==> src/rtl/if_fetch.sv <==
// Y86 fetch stage: reads instruction bytes one at a time from a byte-wide memory, sizes each
// instruction from its icode and hands a packed 48-bit word to decode.
// Optional feature: define FETCH_HALT_EN to park fetching after a halt or illegal icode is accepted.
module if_fetch #(
  parameter int unsigned     PC_W     = 16,
  parameter int unsigned     INST_W   = 48,
  parameter logic [PC_W-1:0] RESET_PC = '0
) (
  input  logic              clk_i,
  input  logic              rst_ni,
  output logic              imem_req_o,
  output logic [PC_W-1:0]   imem_addr_o,
  input  logic              imem_ack_i,
  input  logic [7:0]        imem_data_i,
  input  logic              pc_load_i,
  input  logic [PC_W-1:0]   pc_new_i,
  output logic              inst_valid_o,
  input  logic              inst_ready_i,
  output logic [PC_W-1:0]   pc_o,
  output logic [INST_W-1:0] inst_o,
  output logic              inst_err_o
);

  typedef enum logic [1:0] {StFetch, StHold, StDrain} state_e;

  state_e              state_q, state_d;
  logic [PC_W-1:0]     pc_q, pc_d;
  logic [PC_W-1:0]     drain_addr_q, drain_addr_d;
  logic [2:0]          cnt_q, cnt_d;
  logic [2:0]          len_q, len_d;
  logic [INST_W-1:0]   buf_q, buf_d;
  logic [2:0]          cur_len;
  logic [2:0]          cnt_inc;
  logic [3:0]          icode;
  logic                halted_q;

  // Instruction length in bytes from icode; illegal codes are treated as 1 byte.
  function automatic logic [2:0] inst_len(input logic [3:0] code);
    logic [2:0] len;
    case (code)
      4'h0, 4'h1, 4'h9:       len = 3'd1;
      4'h2, 4'h6, 4'hA, 4'hB: len = 3'd2;
      4'h7, 4'h8:             len = 3'd5;
      4'h3, 4'h4, 4'h5:       len = 3'd6;
      default:                len = 3'd1;
    endcase
    return len;
  endfunction

  assign icode = buf_q[INST_W-1 -: 4];

`ifdef FETCH_HALT_EN
  logic halted_d;

  // Park after accepting halt or an illegal icode; a redirect un-parks.
  always_comb begin
    halted_d = halted_q;
    if (pc_load_i) begin
      halted_d = 1'b0;
    end else if (state_q == StHold && inst_ready_i && (icode == 4'h0 || icode > 4'hB)) begin
      halted_d = 1'b1;
    end
  end

  // Halt-park flag register.
  always_ff @(posedge clk_i or negedge rst_ni) begin
    if (!rst_ni) halted_q <= 1'b0;
    else         halted_q <= halted_d;
  end
`else
  assign halted_q = 1'b0;
`endif

  // Next-state, byte capture and memory request logic.
  always_comb begin
    state_d      = state_q;
    pc_d         = pc_q;
    drain_addr_d = drain_addr_q;
    cnt_d        = cnt_q;
    len_d        = len_q;
    buf_d        = buf_q;
    cur_len      = len_q;
    cnt_inc      = 3'(cnt_q + 3'd1);
    imem_req_o   = 1'b0;
    imem_addr_o  = pc_q + PC_W'(cnt_q);
    unique case (state_q)
      StFetch: begin
        // Gated by reset so an in-flight request drops the moment reset asserts.
        imem_req_o = rst_ni & ~halted_q;
        if (pc_load_i) begin
          pc_d  = pc_new_i;
          cnt_d = '0;
          buf_d = '0;
          // Without an ack this cycle the old request is still outstanding.
          if (!imem_ack_i && !halted_q) begin
            state_d      = StDrain;
            drain_addr_d = pc_q + PC_W'(cnt_q);
          end
        end else if (imem_ack_i && !halted_q) begin
          buf_d = buf_q | ({imem_data_i, {(INST_W-8){1'b0}}} >> (8 * cnt_q));
          if (cnt_q == 3'd0) begin
            cur_len = inst_len(imem_data_i[7:4]);
            len_d   = cur_len;
          end
          cnt_d = cnt_inc;
          if (cnt_inc == cur_len) state_d = StHold;
        end
      end
      StHold: begin
        if (pc_load_i) begin
          pc_d    = pc_new_i;
          cnt_d   = '0;
          buf_d   = '0;
          state_d = StFetch;
        end else if (inst_ready_i) begin
          pc_d    = pc_q + PC_W'(len_q);
          cnt_d   = '0;
          buf_d   = '0;
          state_d = StFetch;
        end
      end
      StDrain: begin
        imem_req_o  = rst_ni;
        imem_addr_o = drain_addr_q;
        if (pc_load_i) pc_d = pc_new_i;
        if (imem_ack_i) state_d = StFetch;
      end
      default: state_d = StFetch;
    endcase
  end

  // State registers.
  always_ff @(posedge clk_i or negedge rst_ni) begin
    if (!rst_ni) begin
      state_q      <= StFetch;
      pc_q         <= RESET_PC;
      drain_addr_q <= '0;
      cnt_q        <= '0;
      len_q        <= '0;
      buf_q        <= '0;
    end else begin
      state_q      <= state_d;
      pc_q         <= pc_d;
      drain_addr_q <= drain_addr_d;
      cnt_q        <= cnt_d;
      len_q        <= len_d;
      buf_q        <= buf_d;
    end
  end

  assign inst_valid_o = (state_q == StHold);
  assign pc_o         = inst_valid_o ? pc_q : '0;
  assign inst_o       = inst_valid_o ? buf_q : '0;
  assign inst_err_o   = inst_valid_o & (icode > 4'hB);

endmodule

==> config.mk <==
export PLATFORM = sky130hd
export DESIGN_NAME = if_fetch
export DESIGN_NICKNAME = d
export VERILOG_FILES = /design/src/rtl/if_fetch.sv
export SDC_FILE = /design/constraint.sdc
export NUM_CORES = 1
export LEC_CHECK = 0
export CORE_MARGIN = 3
export CORE_UTILIZATION = 45
export CTS_CLUSTER_SIZE = 12
export DETAILED_ROUTE_END_ITERATION = 10
export GPL_ROUTABILITY_DRIVEN = 0
export PLACE_DENSITY_LB_ADDON = 0.12
export SYNTH_ARGS = -nofsm -noshare
export SYNTH_HDL_FRONTEND = slang
export SYNTH_SLANG_ARGS = --single-unit
export TNS_END_PERCENT = 5
==> constraint.sdc <==
create_clock -name clk_i -period 2.4 [get_ports clk_i]
set_input_delay 0.48 -clock clk_i [delete_from_list [all_inputs] [get_ports clk_i]]
set_output_delay 0.48 -clock clk_i [all_outputs]
set_load 0.005 [all_outputs]
; Word-level counts from Yosys, hierarchy flattened
; Memory sizes are Yosys's and may differ from the RTL's.
; Index checks and enable logic that the tools add are counted.
[word_totals]
reg_bits = 88
rom_bits = 48
input_bits = 29
output_inout_bits = 83
mem_count = 1
[memory_table]
columns = name, words, width, rd, rd_clocked_by_memory_dff, write_ports, line_no
row1 = (name not given), 16, 3, 1, 0, 0, 40  ; case (code)
[op_classes]
add_sub_neg = 3
n_lt_le_gt_ge = 1
eq_ne = 9
n_shift = 1
n_mux = 30
n_bitwise = 4
reduce_logical = 10
[op_table]
columns = op, count
row1 = two-way mux 48 bit, 5
row2 = one-hot mux 48 bit (2 select lines), 1
row3 = two-way mux 16 bit, 5
row4 = bitwise OR 48 bit, 1
row5 = right shift 48 x 6 -> 48 bit, 1
row6 = adder 16 x 3 -> 16 bit, 2
row7 = one-hot mux 16 bit (2 select lines), 1
row8 = two-way mux 3 bit, 8
row9 = two-way mux 2 bit, 7
row10 = AND reduction 3 bit, 4
row11 = "!= test 3 bit, second input constant", 3
row12 = one-hot mux 2 bit (3 select lines), 1
row13 = one-hot mux 3 bit (2 select lines), 1
row14 = AND reduction 5 bit, 1
row15 = "> comparator 4 bit, second input constant", 1
row16 = nonzero test 2 bit, 2
row17 = "adder 3 x 1 -> 3 bit, second input constant", 1
row18 = == test 3 bit, 1
row19 = logical NOT 3 bit, 1
row20 = "!= test 3 x 2 -> 1 bit, second input constant", 1
row21 = "== test 2 x 1 -> 1 bit, second input constant", 1
row22 = "== test 2 bit, second input constant", 1
row23 = logical NOT 2 bit, 1
row24 = "!= test 2 x 1 -> 1 bit, second input constant", 1
row25 = other kinds (5), 6

; Longest topological paths before layout
[logic_depth]
depth_word = 10
ltp_mapped = 7

; Worst setup path before layout
; Ideal clock, no wire load.
[synth_timing]
path_type = register -> output
from = register cnt_q[0]
to = output imem_addr_o[8]
arrival_ns = 1.748
setup_slack_ns = 0.172
path_stages_with_launch = 8
cell_sequence = dfrtp_1 -> ha_1 -> fa_1 -> a21o_1 -> nand2_1 -> nor2_1 -> xnor2_1 -> a21oi_1
[synth_between]
elab_chain_len = 2
[synth_lines]
columns = item, line_no
row1 = start: declaration, 29  ; logic [2:0] cnt_q, cnt_d;
row2 = start signal: assignment, 145  ; cnt_q <= cnt_d;
row3 = adder 16 x 3 -> 16 bit, 85  ; imem_addr_o = pc_q + PC_W'(cnt_q);
row4 = two-way mux 16 bit, 86  ; unique case (state_q)
row5 = end: declaration, 12  ; output logic [PC_W-1:0] imem_addr_o,
; Every way passes these cells.

; Final worst setup path
[layout_timing]
from = register pc_q[0]
to = output imem_addr_o[14]
[layout_between]
elab_chain_len = 2
[layout_lines]
columns = item, line_no
row1 = start: declaration, 27  ; logic [PC_W-1:0] pc_q, pc_d;
row2 = start signal: assignment, 143  ; pc_q <= pc_d;
row3 = adder 16 x 3 -> 16 bit, 85
row4 = two-way mux 16 bit, 86
; Every way passes these cells.

==> flow_summary.ini <==
[status]
status = finished with violations
violations = negative setup slack

[critical_path]
cp_top_family = adder cells
crit_required_ps = 1920
cp_data_arrival_time_ps = 2110
worstSetupEndpointType = output pin
critPathBufInv = 2
slowest_stage = dfrtp_1
path_cells = ha_2 -> fa_2 -> a21o_1 -> buf_4 -> nand4_1 -> xor2_1 -> a21oi_1 -> buf_2
crit_type = flop to output pin
crit_fanout = 3
critPathMaxStageDelay_ps = 390
cp.depth = 8
worstRegToRegCells = 8
start_kind = flop

[place]
dp_hpwl_um = 9680
port_buffers = 111

[timing]
hold_viol_final = 0
timing_worst_slew_pin_value_ps = 876
fin_crit_sh_pct = 108
slew_headroom_pct = 41.1
slew_violations = 0
max_freq_mhz = 387
hold_ws_ps = 176
setup_viol = 12
fin_crit_ps = 2590
rsz0062_at_grt = yes
fin_setup_tns_ps = -1390
timing.final.ws_setup_ps = -187
clock-skew-final_ps = 13.6

[clock_network]
cts.clk_slew.worst_paths_ps = 100
clk_latency_ps = 350
clockBufferDepth = 2
cts_tree = yes
htree_levels = 3
cts_hold_buf = 0
clockRootBuffer = clkbuf_8
clock_sinks = 88
cts_made_buffers = 9

[cells_and_area]
antenna_cells = 0
nNetsFinal = 732
fillCellCount = 885
syn2layout_area_growth_pct = 39.2
drive_above_1_share_pct = 18.5

[route]
post_drt_wl_per_cell_um = 16.0
drc = 0
detail-route-antenna-nets = 0
routed_via_density = 5.40
wirelength_um = 13300
drt_pre_antenna_iters = 5
dr_total_vias = 4501
drtIter0Drc = 285

[synthesis]
syn_inst = 543
synthArstFlopShare_pct = 100
syn_nets = 582
yosysWarnings = 0
avgSynthCellArea_um2 = 8.87
ys_seq_area_share_pct = 45.7
netlist_area_um2 = 4820
ys.flop_type = dfrtp_1
synth_edf_count = 0
synth_seq_cells = 88
ys_types = 48

[global_routing]
met2_usage_pct = 33.4
grt-busiest-layer = met1
grt_use_met1_pct = 35.8
gr-usage-met3_pct = 3.46
grt_pass1_wl_um = 21500
grt_max_degree = 53
grt_remaining_overflow = 0
antenna_found_initial = 1
grt_usage_pct = 22.8
grt_pass1_vias = 4185

[floorplanning]
initial_core_util_pct = 46.5
coreArea_um2 = 10400
die_w_um = 109
rows = 37
die_y_um = 109
dieArea_um2 = 12000
pin_count = 112

[power]
p_leak_nw = 2.98
vdd_ir_drop_max_v = 0.000493
power.density_nw_per_um2 = 830

[min_path]
hold_class = input port to asynchronous set/reset pin

[flow_run]
maxCapViolations = 0
==> synthesized netlist by cell type, drive strengths merged (6+ instances only) <==
| master | n | share of area [%] |
|---|---|---|
| dfrtp | 88 | 46 |
| and2 | 64 | 8.3 |
| nand2 | 63 | 4.9 |
| nor2 | 61 | 4.8 |
| a21oi | 60 | 6.3 |
| o21ai | 35 | 3.6 |
| clkbuf | 31 | 2.4 |
| a22o | 16 | 2.9 |
| xnor2 | 11 | 2.0 |
| nand3 | 9 | 1.0 |
| ha | 8 | 2.1 |
| xor2 | 8 | 1.5 |
| a21o | 7 | 1.1 |
| buf | 7 | 0.78 |
| nor2b | 6 | 0.78 |
| o22ai | 6 | 0.78 |
==> stage by stage <==
step / power [mW] / util (%) / cell area [µm²] / worst slack, ps / std cells
3_5_place_dp: 4.49 / 61.7 / 6390 / -317 / 806
2_1_floorplan: 3.37 / - / 4820 / 172 / 543
3_3_place_gp: 4.42 / 61.7 / 6390 / -232 / 806
6_report: 5.57 / 64.7 / 6710 / -187 / 833
4_1_cts: 5.54 / 64.3 / 6670 / -214 / 832
5_1_grt: 5.96 / 64.7 / 6710 / -278 / 833
==> routing by layer <==
metal  vias up  routed length (µm)
met1      2154                6330
met3         6                 963
met5         -                  17
li1       2166                   -
met4         2                  55
met2       173                5970
==> cells by family after synthesis <==
group,after synthesis,synth area share [%]
buf+inv,43,3.58
xor+xnor,19,3.45
simple gates,228,23.9
fa+ha+maj,10,2.91
mux,9,2.00
flops,88,45.7
compound gates,146,18.5
==> area by class of cell <==
class	instances	area (µm²)	share of cell area, %
multi-input cells	412	2530	37.8
flip-flops and latches	88	2200	32.9
repair buffers	177	1580	23.5
well taps	136	170	2.54
clock buffers	10	138	2.05
clock inverters	5	63.8	0.952
inverters	5	18.8	0.280
==> timing repair <==
item                       4_1_cts  5_1_grt
pin swaps                       30       10
setup endpoints to repair       15       34
buffers inserted                11        1
gates resized for setup         58       15
==> worst reg2reg max path: stages, from the launching register on <==
cell and delay [ps]:
dfrtp_1 390, buf_4 150, ha_1 230, fa_1 440, a21oi_2 270, nor2_1 150
nand2_1 170, a2bb2oi_1 160, o21ai_0 80
==> path summary, 6_finish.rpt <==
path / start / end / slack, ps
min in group clk_i: drain_addr_q[0]$_DFFE_PN0P_ / drain_addr_q[0]$_DFFE_PN0P_ / 480
max reg2reg: pc_q[0]$_DFFE_PN0P_ / pc_q[6]$_DFFE_PN0P_ / 270
max: pc_q[0]$_DFFE_PN0P_ / imem_addr_o[14] / -190
min reg2reg: drain_addr_q[0]$_DFFE_PN0P_ / drain_addr_q[0]$_DFFE_PN0P_ / 480
max in group asynchronous: rst_ni / state_q[1]$_DFFE_PN0P_ / 1160
min: rst_ni / buf_q[11]$_DFFE_PN0P_ / 180
==> state kept, by name (all words and copies together), names as in the netlist <==
| register | count |
|---|---|
| pc_q | 16 |
| cnt_q | 3 |
| buf_q | 48 |
| len_q | 3 |
| state_q | 2 |
| drain_addr_q | 16 |
==> cells in the final DEF, fill, tap and decap left out, drive strengths merged, types with 5 or more instances in the layout <==
cell type      count
and2              64
xor2               8
nor2              61
a21o               7
o22ai              6
ha                 8
nor2b              6
nand2             63
dfrtp             88
nand3              9
buf               77
xnor2             11
inv                7
clkbuf            13
o21ai             35
o31ai              5
a21oi             60
mux2               5
a22o              16
clkdlybuf4s50     94
==> power breakdown <==
part	leakage, nW	switching [mW]	internal, mW
registers	1.14	0.225	1.84
clock network	0.0994	0.547	0.514
logic	1.74	1.29	1.15
total	2.98	2.06	3.51
(Power assumes the default switching activity.)
